[src/rtl/tea_block_engine.sv]
// tea_block_engine: iterative TEA block cipher core, encrypt or decrypt per block, UNROLL TEA cycles per clock.
// Latency: block accepted at edge T -> o_axis_valid_m high after edge T+NUM_CYCLES/UNROLL; one block in flight.
// Backpressure: o_axis_ready_s low in RUN/DONE; result and valid held in DONE until i_axis_ready_m.
module tea_block_engine #(
    parameter int          NUM_CYCLES = 32,
    parameter int          UNROLL     = 1,
    parameter logic [31:0] DELTA      = 32'h9E3779B9
) (
    input  logic         i_clk,
    input  logic         i_rst,
    input  logic [127:0] i_key,
    input  logic         i_axis_valid_s,
    output logic         o_axis_ready_s,
    input  logic [63:0]  i_axis_data_s,
    input  logic         i_axis_user_s,
    output logic         o_axis_valid_m,
    input  logic         i_axis_ready_m,
    output logic [63:0]  o_axis_data_m,
    output logic         o_busy
);

    // Number of RUN clocks per block and the counter sized to hold that value.
    localparam int STEPS = NUM_CYCLES / UNROLL;
    localparam int CNT_W = $clog2(STEPS + 1);
    localparam logic [CNT_W-1:0] LAST_STEP = CNT_W'(STEPS - 1);

    // Decryption starts from the sum the encryptor ends with: DELTA*NUM_CYCLES mod 2^32.
    localparam logic [63:0] DEC_SUM_FULL = 64'(DELTA) * 64'(NUM_CYCLES);
    localparam logic [31:0] DEC_SUM      = DEC_SUM_FULL[31:0];

    typedef enum logic [1:0] {
        ST_IDLE = 2'd0,
        ST_RUN  = 2'd1,
        ST_DONE = 2'd2
    } state_t;

    state_t            state_q;
    state_t            state_d;

    logic [31:0]       v0_q;
    logic [31:0]       v1_q;
    logic [31:0]       sum_q;
    logic [127:0]      key_q;
    logic              mode_q;
    logic [CNT_W-1:0]  cnt_q;
    logic              valid_m_q;
    logic [63:0]       data_m_q;

    // FSM strobes consumed by the datapath register block.
    logic              accept;
    logic              step;
    logic              finish;
    logic              release_out;

    // Output of the UNROLL-deep combinational round chain.
    logic [31:0]       c_v0;
    logic [31:0]       c_v1;
    logic [31:0]       c_sum;

    logic [31:0]       k0;
    logic [31:0]       k1;
    logic [31:0]       k2;
    logic [31:0]       k3;

    assign k0 = key_q[31:0];
    assign k1 = key_q[63:32];
    assign k2 = key_q[95:64];
    assign k3 = key_q[127:96];

    assign o_axis_valid_m = valid_m_q;
    assign o_axis_data_m  = data_m_q;

    // State register; reset returns to IDLE regardless of any block in flight.
    always_ff @(posedge i_clk) begin
        if (i_rst) begin
            state_q <= ST_IDLE;
        end else begin
            state_q <= state_d;
        end
    end

    // Next-state logic and handshake outputs; the output handshake and an input accept never share a cycle.
    always_comb begin
        state_d        = state_q;
        accept         = 1'b0;
        step           = 1'b0;
        finish         = 1'b0;
        release_out    = 1'b0;
        o_axis_ready_s = 1'b0;
        o_busy         = 1'b0;
        case (state_q)
            ST_IDLE: begin
                o_axis_ready_s = 1'b1;
                if (i_axis_valid_s) begin
                    accept  = 1'b1;
                    state_d = ST_RUN;
                end
            end
            ST_RUN: begin
                o_busy = 1'b1;
                step   = 1'b1;
                if (cnt_q == LAST_STEP) begin
                    finish  = 1'b1;
                    state_d = ST_DONE;
                end
            end
            ST_DONE: begin
                o_busy = 1'b1;
                if (i_axis_ready_m) begin
                    release_out = 1'b1;
                    state_d     = ST_IDLE;
                end
            end
            default: begin
                state_d = ST_IDLE;
            end
        endcase
    end

    // Round chain: UNROLL full TEA cycles per clock, direction chosen by the latched mode bit.
    always_comb begin
        c_v0  = v0_q;
        c_v1  = v1_q;
        c_sum = sum_q;
        for (int i = 0; i < UNROLL; i++) begin
            if (!mode_q) begin
                c_sum = c_sum + DELTA;
                c_v0  = c_v0 + (((c_v1 << 4) + k0) ^ (c_v1 + c_sum) ^ ((c_v1 >> 5) + k1));
                c_v1  = c_v1 + (((c_v0 << 4) + k2) ^ (c_v0 + c_sum) ^ ((c_v0 >> 5) + k3));
            end else begin
                c_v1  = c_v1 - (((c_v0 << 4) + k2) ^ (c_v0 + c_sum) ^ ((c_v0 >> 5) + k3));
                c_v0  = c_v0 - (((c_v1 << 4) + k0) ^ (c_v1 + c_sum) ^ ((c_v1 >> 5) + k1));
                c_sum = c_sum - DELTA;
            end
        end
    end

    // Datapath: latch block/key/mode at accept, iterate in RUN, capture and hold the result until handshake.
    always_ff @(posedge i_clk) begin
        if (i_rst) begin
            v0_q      <= '0;
            v1_q      <= '0;
            sum_q     <= '0;
            key_q     <= '0;
            mode_q    <= 1'b0;
            cnt_q     <= '0;
            valid_m_q <= 1'b0;
            data_m_q  <= '0;
        end else begin
            if (accept) begin
                v0_q   <= i_axis_data_s[31:0];
                v1_q   <= i_axis_data_s[63:32];
                key_q  <= i_key;
                mode_q <= i_axis_user_s;
                sum_q  <= i_axis_user_s ? DEC_SUM : 32'd0;
                cnt_q  <= '0;
            end else if (step) begin
                v0_q   <= c_v0;
                v1_q   <= c_v1;
                sum_q  <= c_sum;
                cnt_q  <= cnt_q + CNT_W'(1);
            end

            if (finish) begin
                data_m_q  <= {c_v1, c_v0};
                valid_m_q <= 1'b1;
            end else if (release_out) begin
                valid_m_q <= 1'b0;
            end
        end
    end

endmodule

[config.mk]
export PLATFORM = sky130hd
export DESIGN_NAME = tea_block_engine
export DESIGN_NICKNAME = d
export VERILOG_FILES = /design/src/rtl/tea_block_engine.sv
export SDC_FILE = /design/constraint.sdc
export NUM_CORES = 2
export LEC_CHECK = 0
export CORE_ASPECT_RATIO = 1.75
export CORE_UTILIZATION = 45
export CTS_BUF_LIST = sky130_fd_sc_hd__clkbuf_16
export DETAILED_ROUTE_END_ITERATION = 8
export PLACE_DENSITY_LB_ADDON = 0.08
export REMOVE_ABC_BUFFERS = 1
export SYNTH_ARGS = -nofsm -noshare
export SYNTH_HDL_FRONTEND = slang
export SYNTH_SLANG_ARGS = --single-unit
export TNS_END_PERCENT = 20
[constraint.sdc]
create_clock -name i_clk -period 10.6 [get_ports i_clk]
set_input_delay 2.12 -clock i_clk [delete_from_list [all_inputs] [get_ports i_clk]]
set_output_delay 2.12 -clock i_clk [all_outputs]
set_load 0.01 [all_outputs]
# After elaboration in Yosys (flattened, before gate mapping)
# Index checks and enable logic that the tools add are counted.
[totals]
word_cells = 73
regBits = 298
out_inout_bits = 67
[op_classes]
bitwise = 8
n_mux = 25
eq_ne = 6
n_reduce_logical = 6
n_addsub = 19
[op_table]
columns = ["cell", "n"]
rows = [
  ["32-bit adder", 10],
  ["32-bit 2-to-1 mux", 10],
  ["32-bit bitwise XOR", 8],
  ["27-bit by 32-bit adder with 32-bit output", 4],
  ["32-bit subtractor", 2],
  ["32-bit adder, second input constant", 1],
  ["32-bit subtractor, second input constant", 1],
  ["1-bit 2-to-1 mux", 11],
  ["6-bit by 1-bit adder with 6-bit output, second input constant", 1],
  ["6-bit by 5-bit equality test with 1-bit output, second input constant", 1],
  ["2-bit 2-to-1 mux", 3],
  ["2-bit inequality test, second input constant", 3],
  ["2-bit case mux with 3 select lines", 1],
  ["2-bit nonzero test", 2],
  ["2-bit OR reduction", 2],
  ["3-bit AND reduction", 1],
  ["2-bit by 1-bit equality test with 1-bit output, second input constant", 1],
  ["2-bit equality test, second input constant", 1],
  ["2-bit zero test", 1],
]

# Logic depth before layout (Yosys ltp)
[depth]
word_depth = 12
ltp_mapped = 51
depth_no_buf = 50

# Least setup slack after synthesis
# No wires, ideal clock.
[synth_path]
path_type = "register to register"
startpoint = "register sum_q[0]"
endpoint = "register data_m_q[63], in the netlist o_axis_data_m[63]"
path_slack_ns = 1.448
path_stages_with_launch = 46
period_less_slack_ns = 9.152
t_arrival_ns = 9.061
n_path_buf = 0
setup_ns = 0.091
t_required_ns = 10.509
path_cell_list = "dfxtp_1 > ha_1 > a2111o_1 > a21boi_2 > nor2_1 > or4_4 > o21a_4 > o31ai_4 > nand2_2 > and3_4 > a21oi_1 > xor2_1 > ha_1 > xor2_1 > xnor2_1 > xnor2_1 > xnor2_1 > xnor2_1 > [10 not listed] > xnor2_1 > xnor2_1 > xnor2_1 > xnor2_1 > xnor2_1 > ha_1 > a21oi_1 > nand2_1 > a2111oi_0 > nor2_1 > a21oi_1 > xnor2_1 > xnor2_1 > xnor2_1 > xor3_1 > xor2_1 > nand2_1 > a311oi_1"
[synth_via]
elab_chain_len = 10
elab_cells_between_ends = 16
[synth_lines]
columns = ["item", "line_no", "source"]
rows = [
  ["start, declared", "42", "logic [31:0] sum_q;"],
  ["start signal, assigned", "155", "sum_q <= i_axis_user_s ? DEC_SUM : 32'd0;"],
  ["start signal, assigned", "160", "sum_q <= c_sum;"],
  ["32-bit adder", "127", "c_sum = c_sum + DELTA;"],
  ["32-bit adder", "128", "c_v0 = c_v0 + (((c_v1 << 4) + k0) ^ (c_v1 + c_sum) ^ ((c_v1 >> 5) + k1));"],
  ["32-bit bitwise XOR (2 in a row)", "128", ""],
  ["32-bit adder", "128", ""],
  ["32-bit adder", "129", "c_v1 = c_v1 + (((c_v0 << 4) + k2) ^ (c_v0 + c_sum) ^ ((c_v0 >> 5) + k3));"],
  ["32-bit bitwise XOR (2 in a row)", "129", ""],
  ["32-bit adder", "129", ""],
  ["32-bit 2-to-1 mux *", "126", "if (!mode_q) begin"],
  ["end signal, assigned", "165", "data_m_q <= {c_v1, c_v0};"],
  ["end, declared", "47", "logic [63:0] data_m_q;"],
]
# Every way passes the cells marked *; elsewhere a longest branch is shown, timed or not.
# A chain may end at the register's enable or synchronous reset.

# Worst setup path after layout
[layout_path]
startpoint = "register v0_q[5]"
endpoint = "register v0_q[31]"
[layout_via]
elab_chain_len = 11
elab_cells_between_ends = 16
[layout_lines]
columns = ["item", "line_no", "source"]
rows = [
  ["start, declared", "40", "logic [31:0] v0_q;"],
  ["start signal, assigned", "151", "v0_q <= i_axis_data_s[31:0];"],
  ["start signal, assigned", "158", "v0_q <= c_v0;"],
  ["32-bit adder", "131", "c_v1 = c_v1 - (((c_v0 << 4) + k2) ^ (c_v0 + c_sum) ^ ((c_v0 >> 5) + k3));"],
  ["32-bit bitwise XOR (2 in a row)", "131", ""],
  ["32-bit subtractor", "131", ""],
  ["32-bit adder", "132", "c_v0 = c_v0 - (((c_v1 << 4) + k0) ^ (c_v1 + c_sum) ^ ((c_v1 >> 5) + k1));"],
  ["32-bit bitwise XOR (2 in a row)", "132", ""],
  ["32-bit subtractor", "132", ""],
  ["32-bit 2-to-1 mux *", "126", ""],
  ["32-bit 2-to-1 mux *", "157", "end else if (step) begin"],
  ["32-bit 2-to-1 mux *", "150", "if (accept) begin"],
]
# Every way passes the cells marked *; elsewhere a longest branch is shown, timed or not. The select of a mux whose other input is x is not followed.

==> impl_metrics.yaml <==
status:
  status: "finished clean"
cts:
  cts_tree: "yes"
  cts.sinks: 298
  cts-root-buf: "clkbuf_16"
  path_clk_slew_ns: 0.06
  cts_buffers: 31
  htree_levels: 1
  clk-insertion-delay-late_ns: 0.65
  clock_tree.buffer_depth: 3
  ctsHoldBuffers: 0
yosys:
  async_reset_ff_share_pct: 0
  ys_seq_area_share_pct: 16.43
  netlist_instances: 4747
  syn_area_um2: 36310
  syn_avg_cell_area_um2: 7.650
  yosysUniqueCellTypes: 94
  yosys_warnings: 0
  synth_ff_type: "dfxtp_1"
  synth-seq-cells: 298
  synth_enable_flop_cells: 0
worst_hold_path:
  whs_endpoint: "o_axis_data_m[2]$_SDFFE_PP0P_"
  min_from: "o_axis_data_m[2]$_SDFFE_PP0P_"
  hold_depth: 2
  hold_class: "flop to flop"
detailed_routing:
  dr.first_iter.drc_count: 2216
  firstDrtPassIters: 8
  routed_wl_mm: 158.8
  via_per_inst: 5.869
  drtAntennaViolNets: 0
  wl_per_cell_um: 25.11
  route.detailed.drc: 0
  vias: 37130
sta:
  tightest_slew_ns: 1.167
  skew_ns: 0.01920
  finalHoldViolations: 0
  slew_violations: 0
  fin_ws_ns: 0.3931
  post-route-min-period_ns: 10.21
  post-route-period-util_pct: 96.29
  setup_viol: 0
  max_freq_mhz: 97.97
  max_slew_margin_pct: 21.67
layout:
  num-fill-cells: 7913
  layout.nets: 5965
  stdcell_area_um2: 43810
  layout_common_cells: "xnor2_1 (601), a21oi_1 (576), nand2_1 (525)"
  syn2layout_area_growth_pct: 20.66
  utilization_pct: 54.97
  finalNonFillerCells: 6326
  final_common_cell: "xnor2_1"
  layout-drive-gt1-share_pct: 10.52
global_route:
  grt_max_degree: 95
  grt_overflow: 0
  grt_pass1_wl_mm: 228.5
  grt_pass1_vias: 36000
  track_usage_pct: 37.95
  antenna_found_initial: 1
placement:
  dp_hpwl_mm: 131.9
  pre_cts_slack_ns: -0.05822
  dpl.cell_count: 6264
  portBuffers: 263
  placed_area_um2: 42490
  place.gp.congestion: 1.044
critical_path:
  start_kind: "flop"
  critPathMaxFanout: 4
  cpPeakStageDelay_ns: 0.49
  r2r_slack_ns: 0.39
  r2r_start: "v0_q[5]$_SDFFE_PP0P_"
  worstPathRequired_ns: 11.18
  end_kind: "flop"
  critPathKind: "flop to flop"
  critical_path_arrival_ns: 10.79
  timing.rr.end: "v0_q[31]$_SDFFE_PP0P_"
  worstRegToRegCells: 46
  slowest_stage: "a221oi_1"
die:
  die_w_um: 216.7
  dieArea_um2: 81880
  initial_core_util_pct: 45.56
  die_h_um: 377.8
  row_count: 137
  coreArea_um2: 79710
  pin_count: 264
job:
  cap_violations: 0
[area by class of cell]
| type | count | area (um^2) | share of cell area (%) |
|---|---|---|---|
| diodes | 1 | 2.502 | 0.005712 |
| clock buffers | 31 | 775.7 | 1.771 |
| clock inverters | 20 | 168.9 | 0.3855 |
| inverters | 123 | 461.7 | 1.054 |
| multi-input cells | 4165 | 29590 | 67.53 |
| flip-flops and latches | 298 | 5976 | 13.64 |
| well taps | 1042 | 1304 | 2.976 |
| repair buffers | 646 | 5538 | 12.64 |
[metal layers]
layer | vias up | global-route usage [%] | routed length (um) | part of all wire [%]
met3 | 655 | 4.026 | 5864 | 3.7
met1 | 17230 | 34.81 | 52710 | 33
met4 | 0 | 44.58 | 22520 | 14
met2 | 1227 | 68.05 | 77730 | 49
li1 | 18020 | - | - | -
met5 | - | 0 | 0 | 0
[cell usage after synthesis, types with 39 or more instances]
cell | number | share of area [%]
nand3_1 | 76 | 1.0
clkbuf_1 | 127 | 1.3
o21a_1 | 39 | 0.81
nor2_1 | 377 | 3.9
nand2b_1 | 59 | 1.0
inv_1 | 122 | 1.3
dfxtp_1 | 298 | 16
nor3_1 | 55 | 0.76
a21o_1 | 266 | 5.5
o21ai_0 | 226 | 3.1
ha_1 | 487 | 17
nor2b_1 | 51 | 0.88
xnor2_1 | 612 | 15
a211oi_1 | 117 | 2.4
nand2_1 | 527 | 5.4
xor2_1 | 151 | 3.6
o21bai_1 | 49 | 1.0
a21oi_1 | 582 | 8.0
[kinds of logic after synthesis]
kind of cell / count (synthesis) / share of synthesized area [%]
flops: 298 / 16.43
fa+ha+maj: 503 / 17.66
simple gates: 1324 / 16.40
mux: 36 / 1.013
compound gates: 1531 / 26.63
xor+xnor: 771 / 18.87
buf+inv: 284 / 2.991
[flip-flops by register name, indices dropped and copies added (netlist names)]
name            count
state_q             2
cnt_q               6
v1_q               32
sum_q              32
v0_q               32
mode_q              1
o_axis_valid_m      1
key_q             128
o_axis_data_m      64
[worst max path at each step]
stage	depth (start not counted)	endpoint	from
after CTS	47	o_axis_data_m[63]$_SDFFE_PP0P_	sum_q[0]$_SDFFE_PP0P_
after global placement	49	o_axis_data_m[31]$_SDFFE_PP0P_	v0_q[6]$_SDFFE_PP0P_
after detailed placement	47	o_axis_data_m[63]$_SDFFE_PP0P_	sum_q[0]$_SDFFE_PP0P_
after global routing	46	o_axis_data_m[63]$_SDFFE_PP0P_	sum_q[0]$_SDFFE_PP0P_
final	46	v0_q[31]$_SDFFE_PP0P_	v0_q[5]$_SDFFE_PP0P_
after floorplan	7	o_axis_data_m[31]$_SDFFE_PP0P_	state_q[1]$_SDFFE_PP0P_
[worst max-delay path, delay by kind of cell (launching register included)]
family	cells	cell delay (ns)
XOR/XNOR	11	2.07
buffers and inverters	6	1.09
adder cells (fa/ha/maj)	5	1.57
AO/OA/AOI/OAI	20	4.57
AND/OR/NAND/NOR	4	0.48
flip-flops	1	0.35
[metrics by stage]
stage | hold slack (ns) | setup TNS, ns
6_report | 0.4550 | 0
5_1_grt | 0.4743 | -0.1148
4_1_cts | 0.4542 | 0
3_5_place_dp | 0.4454 | -0.05894
3_3_place_gp | 0.4430 | 0
2_1_floorplan | 0.4418 | -0.2430
[repair_timing]
item / CTS / global route
endpoints found under the hold margin: 0 / 0
gates cloned: 0 / 0
setup buffers: 0 / 10
setup endpoints to repair: 2 / 15
gates resized for setup: 1 / 62
pin swaps: 0 / 19
Power is not shown: default switching activity piles up to over one toggle a cycle in this logic, so the estimate is an artifact.
